<file path="src/rtl/uart_link_pkg.sv">
// Shared definitions for the UART link matrix: register map, route encoding
// and the per-channel route FSM states.
package uart_link_pkg;

    localparam logic [5:0]  ROUTE_PAGE = 6'h00;
    localparam logic [5:0]  FCNT_PAGE  = 6'h02;
    localparam logic [11:0] ADDR_PEND  = 12'h040;

    typedef enum logic {
        ACTIVE = 1'b0,
        PEND   = 1'b1
    } link_state_e;

    function automatic int sel_w(input int n);
        return $clog2(n + 1);
    endfunction

    // The code one past the last channel means "disconnected".
    function automatic int route_disc(input int n);
        return n;
    endfunction

endpackage

</file>
<file path="src/rtl/uart_link_idle_det.sv">
// Saturating run-length counter of consecutive high samples on one serial line;
// the line is idle once the count reaches IDLE_CYC.
module uart_link_idle_det #(
    parameter int IDLE_CYC = 16
) (
    input  logic pclk,
    input  logic preset,
    input  logic line,
    output logic idle
);
    localparam int CW = $clog2(IDLE_CYC + 1);

    logic [CW-1:0] cnt;

    always_ff @(posedge pclk) begin
        if (preset) begin
            cnt <= '0;
        end else if (!line) begin
            cnt <= '0;
        end else if (cnt != CW'(IDLE_CYC)) begin
            cnt <= cnt + 1'b1;
        end
    end

    assign idle = (cnt == CW'(IDLE_CYC));

endmodule

</file>
<file path="src/rtl/uart_link_matrix.sv">
// N-channel UART crossbar with frame-safe route switching, per-output frame
// counters and an APB register interface.
module uart_link_matrix
    import uart_link_pkg::*;
#(
    parameter int NUM_CH   = 4,
    parameter int IDLE_CYC = 16,
    parameter int CNT_W    = 16
) (
    input  logic              pclk,
    input  logic              preset,
    input  logic              psel,
    input  logic              penable,
    input  logic              pwrite,
    input  logic [11:0]       paddr,
    input  logic [31:0]       pwdata,
    output logic [31:0]       prdata,
    output logic              pready,
    output logic              pslverr,
    input  logic [NUM_CH-1:0] uart_tx,
    output logic [NUM_CH-1:0] uart_rx,
    output logic [NUM_CH-1:0] pend
);
    localparam int SEL_W = sel_w(NUM_CH);
    localparam logic [SEL_W-1:0] DISC = SEL_W'(route_disc(NUM_CH));

    logic [SEL_W-1:0] route_q [NUM_CH];
    logic [SEL_W-1:0] route_d [NUM_CH];
    logic [SEL_W-1:0] nxt_q   [NUM_CH];
    logic [SEL_W-1:0] nxt_d   [NUM_CH];
    link_state_e      state_q [NUM_CH];
    link_state_e      state_d [NUM_CH];
    logic [CNT_W-1:0] fcnt_q  [NUM_CH];

    logic [NUM_CH-1:0] idle;
    logic [NUM_CH:0]   idle_ext;
    logic [NUM_CH:0]   tx_ext;
    logic [NUM_CH-1:0] rx_prev;
    logic [NUM_CH-1:0] wr_route;
    logic [NUM_CH-1:0] wr_fcnt;
    logic              access;
    logic              is_route;
    logic              is_fcnt;
    logic              is_pend;
    logic              idx_ok;
    logic              wdata_ok;
    logic              err;

    for (genvar g = 0; g < NUM_CH; g++) begin : g_idle
        uart_link_idle_det #(.IDLE_CYC(IDLE_CYC)) u_det (
            .pclk  (pclk),
            .preset(preset),
            .line  (uart_tx[g]),
            .idle  (idle[g])
        );
    end

    // Extra top entry models the DISC source: constant high and always idle.
    assign idle_ext = {1'b1, idle};
    assign tx_ext   = {1'b1, uart_tx};
    assign pready   = 1'b1;

    always_comb begin
        access   = psel & penable;
        is_route = (paddr[11:6] == ROUTE_PAGE) && (paddr[1:0] == 2'b00);
        is_fcnt  = (paddr[11:6] == FCNT_PAGE) && (paddr[1:0] == 2'b00);
        is_pend  = (paddr == ADDR_PEND);
        idx_ok   = 32'(paddr[5:2]) < NUM_CH;
        wdata_ok = pwdata <= 32'(NUM_CH);
        err      = access & (!(is_route | is_fcnt | is_pend)
                          | ((is_route | is_fcnt) & !idx_ok)
                          | (is_route & pwrite & !wdata_ok)
                          | (is_pend & pwrite));
        pslverr  = err;
        prdata   = '0;
        wr_route = '0;
        wr_fcnt  = '0;
        for (int i = 0; i < NUM_CH; i++) begin
            pend[i] = (state_q[i] == PEND);
        end
        for (int i = 0; i < NUM_CH; i++) begin
            if (access && !err && (paddr[5:2] == 4'(i))) begin
                wr_route[i] = pwrite & is_route;
                wr_fcnt[i]  = pwrite & is_fcnt;
                if (!pwrite && is_route) prdata = 32'(route_q[i]);
                if (!pwrite && is_fcnt)  prdata = 32'(fcnt_q[i]);
            end
        end
        if (access && !err && !pwrite && is_pend) begin
            prdata = 32'(pend);
        end
    end

    // A route write always wins over a commit landing in the same cycle.
    always_comb begin
        for (int i = 0; i < NUM_CH; i++) begin
            state_d[i] = state_q[i];
            route_d[i] = route_q[i];
            nxt_d[i]   = nxt_q[i];
            if (wr_route[i]) begin
                if (pwdata[SEL_W-1:0] == route_q[i]) begin
                    state_d[i] = ACTIVE;
                end else begin
                    state_d[i] = PEND;
                    nxt_d[i]   = pwdata[SEL_W-1:0];
                end
            end else if (state_q[i] == PEND && idle_ext[route_q[i]] && idle_ext[nxt_q[i]]) begin
                state_d[i] = ACTIVE;
                route_d[i] = nxt_q[i];
            end
        end
    end

    always_ff @(posedge pclk) begin
        if (preset) begin
            for (int i = 0; i < NUM_CH; i++) begin
                route_q[i] <= SEL_W'(i ^ 1);
                nxt_q[i]   <= DISC;
                state_q[i] <= ACTIVE;
            end
        end else begin
            for (int i = 0; i < NUM_CH; i++) begin
                route_q[i] <= route_d[i];
                nxt_q[i]   <= nxt_d[i];
                state_q[i] <= state_d[i];
            end
        end
    end

    // Frame counters watch the registered output, so they count what the receiver sees.
    always_ff @(posedge pclk) begin
        if (preset) begin
            uart_rx <= '1;
            rx_prev <= '1;
            for (int i = 0; i < NUM_CH; i++) begin
                fcnt_q[i] <= '0;
            end
        end else begin
            rx_prev <= uart_rx;
            for (int i = 0; i < NUM_CH; i++) begin
                uart_rx[i] <= tx_ext[route_q[i]];
                if (wr_fcnt[i]) begin
                    fcnt_q[i] <= '0;
                end else if (rx_prev[i] && !uart_rx[i]) begin
                    fcnt_q[i] <= fcnt_q[i] + 1'b1;
                end
            end
        end
    end

endmodule

</file>
<file path="config.mk">
export PLATFORM = sky130hd
export DESIGN_NAME = uart_link_matrix
export DESIGN_NICKNAME = d
export VERILOG_FILES = /design/src/rtl/uart_link_pkg.sv /design/src/rtl/uart_link_idle_det.sv /design/src/rtl/uart_link_matrix.sv
export SDC_FILE = /design/constraint.sdc
export NUM_CORES = 1
export LEC_CHECK = 0
export CORE_ASPECT_RATIO = 1.1
export CORE_MARGIN = 2
export CORE_UTILIZATION = 52
export CTS_BUF_LIST = sky130_fd_sc_hd__clkbuf_4
export DETAILED_ROUTE_END_ITERATION = 16
export PLACE_DENSITY = 0.81
export SKIP_LAST_GASP = 1
export SLEW_MARGIN = 15
export SYNTH_ARGS = -nofsm -noshare
export SYNTH_HDL_FRONTEND = slang
export SYNTH_SLANG_ARGS = --single-unit
</file>
<file path="constraint.sdc">
create_clock -name pclk -period 4.2 [get_ports pclk]
set_input_delay 1.26 -clock pclk [delete_from_list [all_inputs] [get_ports pclk]]
set_output_delay 1.26 -clock pclk [all_outputs]
set_load 0.02 [all_outputs]
</file>
==> impl_results.md <==
* EDFF count, synth at 64
* Die Wd at 117 µm
* Placeable Area at 0.0138 mm²
* Final setup fails at 1
* Final Hold Viols at 0
* Asr flop ratio synth at 0
* Syn Area/Cell at 9.31 µm²
* Clock latency on the worst-skew pair at 0.55 ns
* Startpoint Class: primary input
* CTS tree: yes
* Longest Clk Path Bufs at 2
* Number of hold buffers added after cts at 0
* Area Overhead vs Synth at 21.6%
* Row count at 45
* Port bufs at 77
* Gate count of the mapped netlist at 785
* DRT iter0 DRCs at 469
* Worst-Margin Slew at 0.714 ns
* # IOs at 95
* Vias/cell at 5.64
* Area fraction of the dominant cell type after synthesis at 0.263
* Seq cells post-synth at 120
* IR drop worst, VDD at 0.000210 V
* YS warnings at 0
* Post-synthesis cell area at 0.00731 mm²
* Hold Slack at 0.506 ns
* Fmax at 234 MHz
* Primary FF master, synth: edfxtp_1
* Status: finished, violations left
* Drt wl/cell at 16.8 µm
* RePlAce Congestion at 0.886
* Max Cap Viol at 0
* Crit. End Element: output pin
* Initial antenna violation count at 1
* Total wire length at 18.5 mm
* Max Slew Vio Count at 0
* Reg clk slew, reported paths at 0.13 ns
* Die Y at 128 µm
* TNS Setup at -0.0699 ns
* RSZ-0062 raised after global routing: yes
* Leak at 3.45 nW
* Post-DP HPWL at 13.4 mm
* Sequential share of the synthesized area at 0.416
* Die area at 0.0150 mm²
* Min cycle time layout at 4.27 ns
* Worst setup margin at -0.0699 ns
* Drt drc at 0
* Util after Layout at 0.644
* Global-route wire length before repair at 29.9 mm
* Kind of critical path: primary input to output pin
* Number of global-route vias before repair at 6,154
* Failing checks: setup timing
* GR Overflow Total at 0
* Post-DRT Antenna Nets at 0
* Unique masters post-synth at 69
* Largest net degree at the start of global routing at 25
* Clk sinks at 120
* Crit path max fanout at 7
* Final net count at 963
* Starting density of the core at 0.530
* Crit path required time at 2.94 ns
* Pwr dens at 278 mW/mm²
* Final worst path period share at 1.02
* Worst rel slew slack at 0.520
* Data arrival, critical path at 3.01 ns
* Hold Crit Class: register to register
* CTS H-tree depth at 4
* CTS root buf: clkbuf_4
* Power, Total at 2.47 mW
* Area leader, netlist: edfxtp_1
* FILL cells at 1,109
* Placed cell areas at 0.00852 mm²
* Share of cells above drive strength 1 at 0.200
* CTS Buf Count at 17
* Synth top area cells: edfxtp_1 (26%), dfxtp_1 (15%), nor2_1 (7.2%)
* Vias post-DR at 6,206
* Drt pass-1 iters at 6
* Gr usage total at 0.256
* Clk_skew at 0.0316 ns
* Final instance area at 0.00888 mm²
==> sequential cells by signal, summed over array words and instances (netlist names) <==
register,flops
g_idle.u_det.cnt,20
rx_prev,4
uart_rx,4
fcnt_q,64
route_q,12
state_q,4
nxt_q,12
==> path summary, 6_finish.rpt <==
kind / start / endpoint / slack [ns] / depth (start not counted)
worst max-delay path: paddr[5] / prdata[14] / -0.07 / 8
worst min-delay path: uart_rx[3] / rx_prev[3] / 0.51 / 1
worst max register to register: g_idle[2].u_det.cnt[0] / route_q[1][2] / 1.44 / 8
worst min register to register: uart_rx[3] / rx_prev[3] / 0.51 / 1
==> critical path, cell delays in order <==
cell and delay, ns:
buf_6 0.09, or4_4 0.57, o2bb2ai_4 0.17, and2_4 0.21, o211ai_1 0.21, a32oi_2 0.29, nor2_2 0.08, buf_6 0.13
==> power breakdown <==
group          total, mW  internal (mW)  switching, mW
sequential          1.34           1.28         0.0571
combinational      0.284          0.128          0.156
clock              0.842          0.365          0.477
total               2.47           1.78          0.690
==> area by class of cell <==
class,count,area [µm²],share of cell area
clock inverters,14,145,0.0163
inverters,28,105,0.0118
diodes,1,2.50,0.000282
multi-input cells,592,4040,0.455
flip-flops and latches,120,3040,0.343
repair buffers,139,1170,0.132
well taps,188,235,0.0265
clock buffers,18,135,0.0152
==> synthesized netlist by cell type, drive strengths merged (10+ instances only) <==
library cell,number
nor2,142
edfxtp,64
nand2,58
dfxtp,56
mux2i,50
xor2,50
nand3,42
buf,34
xnor2,34
inv,27
clkbuf,26
nor3,25
and3,15
nand4,14
o21ai,14
a221oi,12
ha,12
a21oi,10
nand2b,10
==> what timing repair did <==
| action | CTS | global route |
|---|---|---|
| resized for setup | 155 | 22 |
| gates cloned | 1 | 0 |
| pin swaps | 26 | 21 |
| setup endpoints to repair | 17 | 6 |
| setup buffers | 3 | 3 |
==> through the flow <==
stage | std cells | worst slack (ns)
global route | 1100 | -0.121
floorplan | 800 | -0.0484
global placement | 1060 | -0.769
CTS | 1096 | -0.00437
detailed placement | 1060 | -0.822
finish | 1100 | -0.0699
==> cell usage in the layout, fill, tap and decap left out, types with 17 or more instances in the layout <==
master and count:
clkdlybuf4s50_1 22, clkbuf_4 18, xor2_1 50, dfxtp_1 56
conb_1 17, inv_1 27, edfxtp_1 64, nor3_1 19
nand3_1 37, mux2i_1 50, nand2_1 57, nor2_1 130
xnor2_1 34, dlygate4sd2_1 19, buf_4 62
==> metal layers <==
layer	up-vias	routed length, µm	global-route usage
met4	0	470	0.0941
met3	44	1060	0.0593
li1	2981	-	-
met1	2963	7700	0.316
met2	218	9300	0.437
met5	-	0	0
==> cell families (layout without fill, tap and decap cells) <==
| kind of cell | Yosys count | after routing | share of synthesized area |
|---|---|---|---|
| and+or+nand+nor | 341 | 341 | 0.230 |
| DFF | 120 | 120 | 0.416 |
| buffers and inverters | 88 | 199 | 0.0604 |
| AOI/OAI and AO/OA | 84 | 84 | 0.0918 |
| xor gates and xnor gates | 84 | 84 | 0.101 |
| muxes | 54 | 54 | 0.0793 |
| adders and majority gates | 12 | 12 | 0.0205 |
| other | 2 | 18 | 0.00103 |
(Power assumes the default switching activity.)
